File: src/rtl/mu0_dma_initiator_if.sv
// MU0 single-port memory bus plus the request/grant pair shared with the core.
// The DMA block drives the bus through the master modport; the core/memory side uses slave.
interface mu0_dma_initiator_if;
    logic        Bus_req;
    logic        Bus_gnt;
    logic        Mem_rd;
    logic        Mem_wr;
    logic [11:0] Mem_addr;
    logic [15:0] Mem_wdata;
    logic [15:0] Mem_rdata;

    modport master (
        output Bus_req, Mem_rd, Mem_wr, Mem_addr, Mem_wdata,
        input  Bus_gnt, Mem_rdata
    );

    modport slave (
        input  Bus_req, Mem_rd, Mem_wr, Mem_addr, Mem_wdata,
        output Bus_gnt, Mem_rdata
    );
endinterface

File: src/rtl/mu0_dma_initiator.sv
// Block copy / block fill initiator for the MU0 memory bus.
// Requests the bus from the core, moves one word per granted cycle, then releases it.
//
// state | meaning
// IDLE  | waiting for Start; command latched and range-checked here
// REQ   | Bus_req high, waiting for Bus_gnt
// READ  | copy only: read source word into buffer (strobe gated by grant)
// WRITE | write buffer (copy) or fill value (fill) to destination
// FIN   | one-cycle Done pulse, Err if the command was rejected
module mu0_dma_initiator #(
    parameter logic [11:0] MEM_TOP = 12'hEFF
) (
    input  logic                       Clk,
    input  logic                       Reset,
    input  logic                       Start,
    input  logic                       Mode,
    input  logic [11:0]                Src_addr,
    input  logic [11:0]                Dst_addr,
    input  logic [11:0]                Length,
    input  logic [15:0]                Fill_data,
    mu0_dma_initiator_if.master        bus,
    output logic                       Busy,
    output logic                       Done,
    output logic                       Err
);

    typedef enum logic [2:0] {IDLE, REQ, READ, WRITE, FIN} state_t;

    state_t      state, state_nxt;
    logic [11:0] src, dst, cnt;
    logic [15:0] data_buf, fill_q;
    logic        mode_q, err_q;

    logic [12:0] src_last, dst_last;
    logic        reject;

    // 13-bit sums so an end address past 0xFFF cannot alias back into range.
    assign src_last = {1'b0, Src_addr} + {1'b0, Length} - 13'd1;
    assign dst_last = {1'b0, Dst_addr} + {1'b0, Length} - 13'd1;
    assign reject   = (Length != 12'd0) &&
                      ((dst_last > {1'b0, MEM_TOP}) ||
                       (!Mode && (src_last > {1'b0, MEM_TOP})));

    always_ff @(posedge Clk or posedge Reset) begin
        if (Reset) state <= IDLE;
        else       state <= state_nxt;
    end

    always_comb begin
        state_nxt     = state;
        bus.Bus_req   = 1'b0;
        bus.Mem_rd    = 1'b0;
        bus.Mem_wr    = 1'b0;
        bus.Mem_addr  = 12'd0;
        bus.Mem_wdata = 16'd0;
        Busy          = (state != IDLE);
        Done          = 1'b0;
        Err           = 1'b0;
        case (state)
            IDLE: begin
                if (Start)
                    state_nxt = (reject || Length == 12'd0) ? FIN : REQ;
            end
            REQ: begin
                bus.Bus_req = 1'b1;
                if (bus.Bus_gnt)
                    state_nxt = mode_q ? WRITE : READ;
            end
            READ: begin
                bus.Bus_req = 1'b1;
                bus.Mem_rd  = bus.Bus_gnt;
                if (bus.Bus_gnt) begin
                    bus.Mem_addr = src;
                    state_nxt    = WRITE;
                end
            end
            WRITE: begin
                bus.Bus_req = 1'b1;
                bus.Mem_wr  = bus.Bus_gnt;
                if (bus.Bus_gnt) begin
                    bus.Mem_addr  = dst;
                    bus.Mem_wdata = mode_q ? fill_q : data_buf;
                    if (cnt == 12'd1) state_nxt = FIN;
                    else              state_nxt = mode_q ? WRITE : READ;
                end
            end
            FIN: begin
                Done      = 1'b1;
                Err       = err_q;
                state_nxt = IDLE;
            end
            default: state_nxt = IDLE;
        endcase
    end

    always_ff @(posedge Clk or posedge Reset) begin
        if (Reset) begin
            src      <= 12'd0;
            dst      <= 12'd0;
            cnt      <= 12'd0;
            data_buf <= 16'd0;
            fill_q   <= 16'd0;
            mode_q   <= 1'b0;
            err_q    <= 1'b0;
        end else begin
            case (state)
                IDLE: begin
                    if (Start) begin
                        src    <= Src_addr;
                        dst    <= Dst_addr;
                        cnt    <= Length;
                        mode_q <= Mode;
                        fill_q <= Fill_data;
                        err_q  <= reject;
                    end
                end
                READ: begin
                    if (bus.Bus_gnt) data_buf <= bus.Mem_rdata;
                end
                WRITE: begin
                    if (bus.Bus_gnt) begin
                        src <= src + 12'd1;
                        dst <= dst + 12'd1;
                        cnt <= cnt - 12'd1;
                    end
                end
                default: ;
            endcase
        end
    end

endmodule
File: src/flat_wrapper.sv
// flat-port wrapper written by rule: the top's interface ports become plain ports
module mu0_dma_initiator_flat 
#(
    parameter logic [11:0] MEM_TOP = 12'hEFF
)
  (Clk, Reset, Start, Mode, Src_addr, Dst_addr, Length, Fill_data, Busy, Done, Err, bus_Bus_req, bus_Mem_rd, bus_Mem_wr, bus_Mem_addr, bus_Mem_wdata, bus_Bus_gnt, bus_Mem_rdata);
  mu0_dma_initiator_if bus_i ();
  input  logic Clk;
  input  logic Reset;
  input  logic Start;
  input  logic Mode;
  input  logic [11:0] Src_addr;
  input  logic [11:0] Dst_addr;
  input  logic [11:0] Length;
  input  logic [15:0] Fill_data;
  output logic Busy;
  output logic Done;
  output logic Err;
  output wire logic [$bits(bus_i.Bus_req)-1:0] bus_Bus_req;
  output wire logic [$bits(bus_i.Mem_rd)-1:0] bus_Mem_rd;
  output wire logic [$bits(bus_i.Mem_wr)-1:0] bus_Mem_wr;
  output wire logic [$bits(bus_i.Mem_addr)-1:0] bus_Mem_addr;
  output wire logic [$bits(bus_i.Mem_wdata)-1:0] bus_Mem_wdata;
  input wire logic [$bits(bus_i.Bus_gnt)-1:0] bus_Bus_gnt;
  input wire logic [$bits(bus_i.Mem_rdata)-1:0] bus_Mem_rdata;
  assign bus_Bus_req = bus_i.Bus_req;
  assign bus_Mem_rd = bus_i.Mem_rd;
  assign bus_Mem_wr = bus_i.Mem_wr;
  assign bus_Mem_addr = bus_i.Mem_addr;
  assign bus_Mem_wdata = bus_i.Mem_wdata;
  assign bus_i.Bus_gnt = bus_Bus_gnt;
  assign bus_i.Mem_rdata = bus_Mem_rdata;
  mu0_dma_initiator #(.MEM_TOP(MEM_TOP)) u_core (.Clk(Clk), .Reset(Reset), .Start(Start), .Mode(Mode), .Src_addr(Src_addr), .Dst_addr(Dst_addr), .Length(Length), .Fill_data(Fill_data), .bus(bus_i), .Busy(Busy), .Done(Done), .Err(Err));
endmodule
File: config.mk
export PLATFORM = sky130hd
export DESIGN_NAME = mu0_dma_initiator_flat
export DESIGN_NICKNAME = d
export VERILOG_FILES = /design/src/rtl/mu0_dma_initiator_if.sv /design/src/rtl/mu0_dma_initiator.sv /design/src/flat_wrapper.sv
export SDC_FILE = /design/constraint.sdc
export NUM_CORES = 1
export LEC_CHECK = 0
export CAP_MARGIN = 20
export CORE_UTILIZATION = 48
export CTS_CLUSTER_SIZE = 16
export DETAILED_ROUTE_END_ITERATION = 16
export PLACE_DENSITY = 0.77
export SYNTH_ARGS = -nofsm -noshare
export SYNTH_HDL_FRONTEND = slang
export SYNTH_SLANG_ARGS = --single-unit
File: constraint.sdc
create_clock -name Clk -period 2.3 [get_ports Clk]
set_input_delay 0.46 -clock Clk [delete_from_list [all_inputs] [get_ports Clk]]
set_output_delay 0.46 -clock Clk [all_outputs]
set_load 0.005 [all_outputs]
==> results.sh <==
export IMPL_fmaxAchievable_ghz=0.337
export IMPL_hold_path_startpoint="Src_addr[1]"
export IMPL_yosys_cell_types_count=57
export IMPL_cts_hold_buffers_added=0
export IMPL_htree_num_levels=3
export IMPL_route_vias_total=5732
export IMPL_dpl_cell_area_um2=7520
export IMPL_layout_common_cells="buf_4 (94), nand2_1 (89), inv_1 (71), dfrtp_1 (71), clkdlybuf4s50_1 (61)"
export IMPL_drt_iter0_drc=535
export IMPL_layout_commonest_cell="buf_4"
export IMPL_p_per_area_nw_per_um2=1030
export IMPL_ys_async_sr_fraction_pct=100
export IMPL_post_drt_wl_per_cell_um=17.3
export IMPL_start_util_pct=49.7
export IMPL_cp_start_kind="input port"
export IMPL_reg2reg_from="u_core.dst[3]"
export IMPL_drc=0
export IMPL_clock_sinks=73
export IMPL_areaGrowthSynthToFinish_pct=51.4
export IMPL_cp_data_arrival_time_ps=3180
export IMPL_worst_ep_required_time_ps=2520
export IMPL_pin_count=107
export IMPL_max_cap_violations=0
export IMPL_grt_start_max_net_pins=74
export IMPL_clk_latency_ps=340
export IMPL_timing_worst_slew_pin_value_ps=501
export IMPL_routed_via_density=5.71
export IMPL_critical_path_endpoint_type="flip-flop"
export IMPL_syn_nets=797
export IMPL_final_min_clock_period_ps=2970
export IMPL_grt_total_usage_pct=30.0
export IMPL_slew_violations=0
export IMPL_numPlacedInstances=974
export IMPL_setup_repair_after_global_routing_missed_its_margin="yes"
export IMPL_timing_worst_setup_path_type="input port to flip-flop"
export IMPL_globalRouteOverflowTotal=0
export IMPL_worst_path_buf_inv=4
export IMPL_critical_path_cell_chain="clkdlybuf4s50_1 -> inv_1 -> ha_1 -> inv_1 -> ha_4 -> nand2b_1 -> or4_1 -> and4_4 -> a2111oi_4 -> a2111oi_4 -> buf_4 -> a21o_1"
export IMPL_final_period_utilization_pct=129
export IMPL_cts_made_buffers=9
export IMPL_setup_viol=3
export IMPL_grt_pass1_wl_mm=27.4
export IMPL_critical_path_slowest_cell="clkdlybuf4s50_1"
export IMPL_die_h_um=108
export IMPL_synthCells=672
export IMPL_sequential_share_of_the_synthesized_area_pct=33.6
export IMPL_core_rowCount=38
export IMPL_library_cell_used_as_clock_root_buffer="clkbuf_16"
export IMPL_run_status="finished, violations left"
export IMPL_crit_start="Length[11]"
export IMPL_crit_path_max_incr_delay_ps=560
export IMPL_cts_tree="yes"
export IMPL_n_antenna_cell=0
export IMPL_worst_path_dominant_cell_family="buffers and inverters"
export IMPL_clk_path_buf_depth=2
export IMPL_final_net_count=983
export IMPL_floorplan_die_area_um2=11800
export IMPL_warnings_synthesis=0
export IMPL_number_of_antenna_violations_at_the_first_check_in_global_routing=0
export IMPL_min_path_type="input port to flip-flop"
export IMPL_cp_max_fo=3
export IMPL_rd_place_congestion=0.890
export IMPL_port_buffer_count=106
export IMPL_violations="setup timing"
export IMPL_smallest_setup_slack_after_layout_ps=-666
export IMPL_width_of_the_chip_um=108
export IMPL_share_of_post_route_cells_with_drive_strength_above_1_pct=24.4
export IMPL_p_leak_uw=0.00419
export IMPL_vias_in_the_first_global_route=5765
export IMPL_core_area_um2=10900
export IMPL_post_synth_instance_area_um2=5440
export IMPL_post_synth_edffs=0
export IMPL_synth_flop_cell="dfrtp_1"
export IMPL_synth_seq_cells=73
export IMPL_final_instance_count_excl_fill=1003
export IMPL_final_routed_wirelength_mm=17.3
export IMPL_dp_final_hpwl_mm=12.6
export IMPL_clk_pin_slew_ps=60
export IMPL_firstDrtPassIters=8
export IMPL_skew_ps=8.68
export IMPL_max_slew_margin_rel_pct=66.3
export IMPL_avgSynthCellArea_um2=8.09
export IMPL_fin_area_um2=8230
export IMPL_hold_viol_final=0
export IMPL_timing_setup_tns_ps=-1960
export IMPL_detail_route_antenna_nets=0
export IMPL_vdd_drop_max_v=0.000604
## final timing paths
path | cells past startpoint | to | slack, ps
max in group asynchronous | 3 | u_core.mode_q | 1400
hold reg to reg | 2 | u_core.fill_q[14] | 480
min in group asynchronous | 3 | u_core.data_buf[2] | 580
setup reg to reg | 7 | u_core.dst[11] | 300
hold / removal | 3 | u_core.src[1] | 450
setup / recovery | 12 | u_core.state[0] | -670
## worst reg2reg max path, cell delays in order (launching register included)
cell     delay [ps]
dfrtp_1         480
and4_1          310
and2_1          280
nand3_1         180
or2_2           350
a21oi_1         150
nor2_1           50
a21oi_1         120
## report_power, final
group | switching [uW] | internal, uW
sequential | 592 | 1910
clock | 563 | 1180
combinational | 2140 | 2080
total | 3300 | 5170
## cells in the mapped netlist (3+ instances only)
cell type	instances	share of area, %
o21ai_0	38	3.5
and2_1	3	0.35
nor3_1	15	1.4
o31ai_1	3	0.41
nor3b_1	4	0.55
nand4_1	3	0.35
ha_1	50	12
a41oi_1	4	0.64
nor2_1	57	3.9
dfrtp_1	73	34
nand2b_1	5	0.58
inv_1	91	6.3
nand3_1	21	1.9
mux2_2	17	3.5
clkbuf_1	25	1.7
and3_1	4	0.46
a22oi_1	3	0.41
mux2i_1	16	2.9
a31oi_1	4	0.46
a21o_1	3	0.41
buf_1	6	0.41
nand2_1	89	6.1
xor2_1	4	0.64
or2_2	3	0.35
nor4_1	5	0.58
a22o_1	14	2.3
a21oi_1	53	4.9
o211ai_1	5	0.69
o22ai_1	13	1.5
## timing repair
item                       in CTS  in global routing
resized for setup              31                 52
pin swaps                      12                  9
gates cloned                    1                  1
setup endpoints to repair      33                 34
setup buffers                   8                  6
## kinds of logic (layout without fill, tap and decap cells)
kind of cell               after synthesis  count (layout)  synth area share [%]
and+or+nand+nor                        224             224                  18.7
AOI/OAI and AO/OA                      160             160                  19.4
buffers and inverters                  124             315                  8.61
DFF                                     73              73                  33.6
adders and majority gates               52              52                  12.2
muxes                                   33              33                  6.47
xor gates and xnor gates                 6               6                 0.966
## layer usage
metal  wire length [um]  global-route usage (%)  vias up  part of all wire, %
li1                   -                       -     2678                    -
met1               6910                    36.4     2726                   40
met2               8580                    52.8      285                   49
met3               1280                    5.18       43                  7.4
met4                569                    11.8        0                  3.3
met5                  0                       0        -                    0
## area by class of cell
type	instances	area (um2)
clock buffer	10	229
clock inverter	6	138
multi-input combinational	475	3500
timing repair buffer	208	1980
inverter	91	379
tap	140	175
fill	769	2700
sequential	73	1830
## flip-flops by register name (all words and copies together) (netlist names)
register,cells
u_core.src,12
u_core.fill_q,16
u_core.dst,12
u_core.state,3
u_core.err_q,1
u_core.mode_q,1
u_core.data_buf,16
u_core.cnt,12
## metrics by stage
| step | setup WS, ps | hold slack (ps) | utilization (%) | total power, uW |
|---|---|---|---|---|
| 3_3_place_gp | -1100 | 458 | 68.8 | 6210 |
| 3_5_place_dp | -1180 | 462 | 68.8 | 6420 |
| 2_1_floorplan | -292 | 445 | - | 4780 |
| 6_report | -666 | 454 | 75.3 | 8460 |
| 5_1_grt | -751 | 469 | 75.3 | 8970 |
| 4_1_cts | -646 | 482 | 73.2 | 8300 |
Note: power is estimated with default switching activity, not from simulation.
